$ cat config.mk
export PLATFORM = sky130hd
export DESIGN_NAME = idli_sqi_ctrl
export DESIGN_NICKNAME = d
export VERILOG_FILES = /design/src/rtl/idli_sqi_ctrl.sv
export SDC_FILE = /design/constraint.sdc
export NUM_CORES = 1
export LEC_CHECK = 0
export CAP_MARGIN = 20
export CORE_MARGIN = 3
export CORE_UTILIZATION = 35
export CTS_CLUSTER_DIAMETER = 120
export DETAILED_ROUTE_END_ITERATION = 12
export SYNTH_ARGS = -nofsm -noshare
export SYNTH_HDL_FRONTEND = slang
export SYNTH_SLANG_ARGS = --single-unit
$ cat constraint.sdc
create_clock -name i_clk -period 6.1 [get_ports i_clk]
set_clock_uncertainty 0.05 [all_clocks]
set_input_delay 0.61 -clock i_clk [delete_from_list [all_inputs] [get_ports i_clk]]
set_output_delay 0.61 -clock i_clk [all_outputs]
set_load 0.02 [all_outputs]
$ cat src/rtl/idli_sqi_ctrl.sv
// SQI memory controller: two 23LC1024 SRAMs in lockstep form one 16-bit word.
// Runs RSTIO/EQIO after reset, then serves single-word reads and writes.
module idli_sqi_ctrl #(
  parameter bit          INIT_EN   = 1'b1,
  parameter int unsigned DUMMY_NIB = 2
) (
  input  logic        i_clk,
  input  logic        i_rst_n,
  input  logic        i_req_vld,
  output logic        o_req_rdy,
  input  logic        i_req_wr,
  input  logic [15:0] i_req_addr,
  input  logic [15:0] i_req_data,
  output logic        o_rd_vld,
  output logic [15:0] o_rd_data,
  output logic        o_sqi_sck,
  output logic        o_sqi_cs_n,
  output logic        o_sqi_oe,
  output logic [7:0]  o_sqi_sio,
  input  logic [7:0]  i_sqi_sio
);

  typedef enum logic [3:0] {
    INIT_RST,
    INIT_GAP,
    INIT_EQIO,
    CMD,
    ADDR,
    DUMMY,
    DATA,
    DONE,
    IDLE
  } state_t;

  localparam logic [7:0] EQIO_CMD   = 8'h38;
  localparam logic [3:0] DUMMY_LAST = 4'(DUMMY_NIB - 1);

  state_t      state;
  logic [3:0]  cnt;
  logic        ph;
  logic        boot;
  logic        wr;
  logic [39:0] sh_lo;
  logic [39:0] sh_hi;
  logic [7:0]  eq_sh;
  logic [7:0]  rd_lo;
  logic [7:0]  rd_hi;
  logic [7:0]  cmd;
  logic [39:0] nx_lo;
  logic [39:0] nx_hi;
  logic [7:0]  nx_sio;

  assign cmd    = i_req_wr ? 8'h02 : 8'h03;
  assign nx_lo  = {sh_lo[35:0], 4'h0};
  assign nx_hi  = {sh_hi[35:0], 4'h0};
  assign nx_sio = {nx_hi[39:36], nx_lo[39:36]};

  // Reset parks in DONE; boot decides whether DONE leads to init or IDLE.
  always_ff @(posedge i_clk or negedge i_rst_n) begin
    if (!i_rst_n) begin
      state      <= DONE;
      cnt        <= 4'd0;
      ph         <= 1'b0;
      boot       <= INIT_EN;
      wr         <= 1'b0;
      sh_lo      <= '0;
      sh_hi      <= '0;
      eq_sh      <= '0;
      rd_lo      <= '0;
      rd_hi      <= '0;
      o_req_rdy  <= 1'b0;
      o_rd_vld   <= 1'b0;
      o_rd_data  <= '0;
      o_sqi_sck  <= 1'b0;
      o_sqi_cs_n <= 1'b1;
      o_sqi_oe   <= 1'b0;
      o_sqi_sio  <= '0;
    end else begin
      o_rd_vld <= 1'b0;
      unique case (state)
        IDLE: begin
          if (i_req_vld && o_req_rdy) begin
            state      <= CMD;
            cnt        <= 4'd1;
            ph         <= 1'b0;
            wr         <= i_req_wr;
            sh_lo      <= {cmd, 8'h00, i_req_addr, i_req_data[7:0]};
            sh_hi      <= {cmd, 8'h00, i_req_addr, i_req_data[15:8]};
            o_req_rdy  <= 1'b0;
            o_sqi_cs_n <= 1'b0;
            o_sqi_oe   <= 1'b1;
            o_sqi_sio  <= {2{cmd[7:4]}};
          end
        end
        DONE: begin
          if (boot) begin
            boot       <= 1'b0;
            state      <= INIT_RST;
            cnt        <= 4'd1;
            ph         <= 1'b0;
            o_sqi_cs_n <= 1'b0;
            o_sqi_oe   <= 1'b1;
            o_sqi_sio  <= 8'hFF;
          end else begin
            state     <= IDLE;
            o_req_rdy <= 1'b1;
          end
        end
        INIT_GAP: begin
          state      <= INIT_EQIO;
          cnt        <= 4'd7;
          ph         <= 1'b0;
          eq_sh      <= EQIO_CMD;
          o_sqi_cs_n <= 1'b0;
          o_sqi_oe   <= 1'b1;
          o_sqi_sio  <= {2{3'b110, EQIO_CMD[7]}};
        end
        INIT_RST, INIT_EQIO, CMD, ADDR, DUMMY, DATA: begin
          ph        <= ~ph;
          o_sqi_sck <= ~ph;
          if (!ph) begin
            // Rising sck edge: memory has held the nibble since the falling one.
            if (state == DATA) begin
              rd_lo <= {rd_lo[3:0], i_sqi_sio[3:0]};
              rd_hi <= {rd_hi[3:0], i_sqi_sio[7:4]};
            end
          end else if (cnt != 4'd0) begin
            cnt <= cnt - 4'd1;
            if (state == INIT_EQIO) begin
              eq_sh     <= {eq_sh[6:0], 1'b0};
              o_sqi_sio <= {2{3'b110, eq_sh[6]}};
            end else if (state != INIT_RST) begin
              sh_lo     <= nx_lo;
              sh_hi     <= nx_hi;
              o_sqi_sio <= o_sqi_oe ? nx_sio : 8'h00;
            end
          end else begin
            case (state)
              INIT_RST: begin
                state      <= INIT_GAP;
                o_sqi_cs_n <= 1'b1;
                o_sqi_oe   <= 1'b0;
                o_sqi_sio  <= 8'h00;
              end
              CMD: begin
                state     <= ADDR;
                cnt       <= 4'd5;
                sh_lo     <= nx_lo;
                sh_hi     <= nx_hi;
                o_sqi_sio <= nx_sio;
              end
              ADDR: begin
                sh_lo <= nx_lo;
                sh_hi <= nx_hi;
                if (wr) begin
                  state     <= DATA;
                  cnt       <= 4'd1;
                  o_sqi_sio <= nx_sio;
                end else begin
                  state     <= DUMMY;
                  cnt       <= DUMMY_LAST;
                  o_sqi_oe  <= 1'b0;
                  o_sqi_sio <= 8'h00;
                end
              end
              DUMMY: begin
                state <= DATA;
                cnt   <= 4'd1;
              end
              default: begin
                state      <= DONE;
                o_sqi_cs_n <= 1'b1;
                o_sqi_oe   <= 1'b0;
                o_sqi_sio  <= 8'h00;
                if (state == DATA && !wr) begin
                  o_rd_vld  <= 1'b1;
                  o_rd_data <= {rd_hi, rd_lo};
                end
              end
            endcase
          end
        end
      endcase
    end
  end

endmodule

==> metrics.md <==
| Metric | Value |
|---|---|
| Status | finished clean |
| Post-synth ARST share | 100% |
| Die Y | 136 um |
| Pre-antenna DRT Iters | 5 |
| Synth warn | 0 |
| Avg Vias per Cell | 4.85 |
| Min Tclk post-route | 3.16 ns |
| Postcts setup bufs | 0 |
| Crit end category | register |
| Worst-path clk slew | 0.05 ns |
| Period utilization | 51.8% |
| Vias in the first global route | 4209 |
| Least-Margin Pin Slew | 0.916 ns |
| Reg2reg start | state[2]$_DFFE_PN1P_ |
| Pin count of the biggest net entering global routing | 82 |
| Synth Instances | 565 |
| Setup CP Type | reg -> reg |
| Max cap viols | 0 |
| TNS Setup | 0 ns |
| First-pass GRT wire length | 20600 um |
| Remaining Overflow, GRT | 0 |
| CTS sink cnt | 132 |
| Synthesized cell area | 0.00587 mm^2 |
| P_leak | 3.23 nW |
| Num rows | 46 |
| Net Sw Frac | 38.1% |
| Fin util | 45.1% |
| Most frequent cells in the layout | 127 x dfrtp_1, 119 x nand2_1, 71 x clkdlybuf4s50_1, 61 x o21ai_1, 40 x a21oi_1 |
| CTS tree | yes |
| Endpoints failing setup | 0 |
| Die span in x | 136 um |
| Comb power frac | 38.4% |
| Port-buffer cells | 72 |
| Sequential share of power | 35.8% |
| Die area | 0.0184 mm^2 |
| Max Clock Freq | 316 MHz |
| CTS Root Cell | clkbuf_16 |
| Unrepaired setup endpoints after global routing | no |
| Core area | 0.0162 mm^2 |
| # DRC | 0 |
| Endpoints failing hold | 0 |
| Worst-skew pair later-pin latency | 0.42 ns |
| Worst min-delay path class | in -> async |
| Synth-to-layout area growth | 24.2% |
| VDD IR-drop max | 0.000240 V |
| CP startpoint | state[2]$_DFFE_PN1P_ |
| Slew margin rel. | 38.9% |
| Syn nets | 611 |
| Clock group share of total power | 25.8% |
| Top FF cell, synth | dfrtp_1 |
| Design area | 0.00729 mm^2 |
| Crit Path Max Fanout | 81 |
| Count of different cell masters after synthesis | 51 |
| Final Wtd Congestion | 0.865 |
| Number of CTS-inserted buffers | 17 |
| HPWL Detailed | 8070 um |
| PwrDens | 528 mW/mm^2 |
| Mean Syn Cell Area | 10.4 um^2 |
| Final worst slack | 2.94 ns |
| Antenna-violating nets left | 0 |
| Initial core utilization | 36.3% |
| Ant. Diodes | 0 |
| Share of cells above drive strength 1 | 12.1% |
| Io pins | 73 |
| CP arrival | 3.38 ns |
| Most common cell after layout, fill and taps aside | dfrtp_1 |
| Final nets | 672 |
| Slowest cell on crit path | dfstp_2 |
| Critical path data required time | 6.32 ns |
| PostCTS Resize Cnt | 0 |
| Net switching power | 0.00147 W |
| Post-Route WL | 12100 um |
| Slew Limit Fails | 0 |
| Sequential fraction of the synthesis area | 56.4% |
| H-tree levels | 4 |
| Setup crit start kind | register |
| Initial antenna violation count | 0 |
| Cell area after placement | 0.00670 mm^2 |
| Hold Buf Count CTS | 0 |
| Critical Path Max Stage Delay | 0.72 ns |
| Internal | 0.00239 W |
| DR vias | 4143 |
| GR Util All Layers | 14.1% |
| DR WL/cell | 14.1 um |
| EDFF count, synth | 0 |
| Total power | 0.00385 W |
| Pre-CTS WS | 2.97 ns |
| CP cell instances | xnor2_1 > a211oi_4 > a211o_4 > buf_4 > o21ai_0 |
| FF+latch count, synth | 132 |
| CTS max path bufs | 2 |
| Initial DRC Count | 252 |
[flip-flops by register name (all words and copies together) (netlist names), 4 cells and up]
signal	cells
state	4
rd_hi	8
eq_sh	4
cnt	4
sh_lo	36
o_rd_data	16
sh_hi	36
o_sqi_sio	8
rd_lo	8
[critical path, delay by kind of cell, from the launching register on]
kind / cells / cell delay, ns
xor+xnor: 1 / 0.27
compound gates: 3 / 1.33
buf+inv: 1 / 0.59
flops: 1 / 0.72
[cell type report]
class	count	area [um^2]
clock inverter	8	100
timing repair buffer	78	767
sequential	132	3310
tap	216	270
inverter	9	33.8
multi-input combinational	388	2330
clock buffer	24	482
fill	1529	8880
[stage by stage]
stage	hold slack, ns	std cells
2_1_floorplan	0.264	565
3_3_place_gp	0.415	822
3_5_place_dp	0.419	822
4_1_cts	0.215	854
5_1_grt	0.240	855
6_report	0.187	855
[synthesized netlist by cell type, drive strengths merged (4+ instances only)]
library cell | number | area, um^2
a21o | 5 | 37.5
a21oi | 41 | 205
a31oi | 5 | 31.3
a41o | 4 | 40.0
and2 | 18 | 113
buf | 24 | 173
clkbuf | 12 | 45.0
dfrtp | 127 | 3180
dfstp | 5 | 131
inv | 9 | 33.8
mux2 | 37 | 417
mux2i | 12 | 120
nand2 | 119 | 447
nor2 | 18 | 67.6
o21ai | 84 | 420
[worst paths after layout]
| kind | endpoint | slack [ns] | cells after the start |
|---|---|---|---|
| max | sh_hi[7]$_DFFE_PN0P_ | 2.94 | 5 |
| max in group asynchronous | wr$_DFFE_PN0P_ | 4.40 | 2 |
| min reg2reg | sh_hi[4]$_DFFE_PN0P_ | 0.43 | 2 |
| max reg2reg | sh_hi[7]$_DFFE_PN0P_ | 2.94 | 5 |
| min in group i_clk | sh_hi[4]$_DFFE_PN0P_ | 0.43 | 2 |
| min | o_rd_data[2]$_DFFE_PN0P_ | 0.19 | 1 |
[per-layer routing]
metal  GRT usage [%]  part of all wire, %  vias to the layer above
met5               0                    0                        -
met4            5.49                  1.2                        0
met3            4.09                  3.7                        8
met2            21.5                   47                       82
met1            19.0                   48                     1978
li1                -                    -                     2075
[cell families (layout without fill, tap and decap cells)]
family / after synthesis / count (layout) / synth area share [%]
compound gates: 158 / 158 / 15.5
xor+xnor: 1 / 1 / 0.149
fa+ha+maj: 2 / 2 / 0.426
buf+inv: 45 / 119 / 4.28
flops: 132 / 132 / 56.4
mux: 49 / 49 / 9.14
simple gates: 178 / 178 / 14.2
[power groups by stage]
stage          Sequential, W  Clock, W  Combinational, W
2_1_floorplan        0.00135         0           0.00122
3_3_place_gp         0.00138         0           0.00146
3_5_place_dp         0.00139         0           0.00149
4_1_cts              0.00138   0.00102           0.00150
5_1_grt              0.00141   0.00106           0.00169
6_report             0.00138  0.000994           0.00148
No activity file was read; power rests on OpenSTA's default activity.
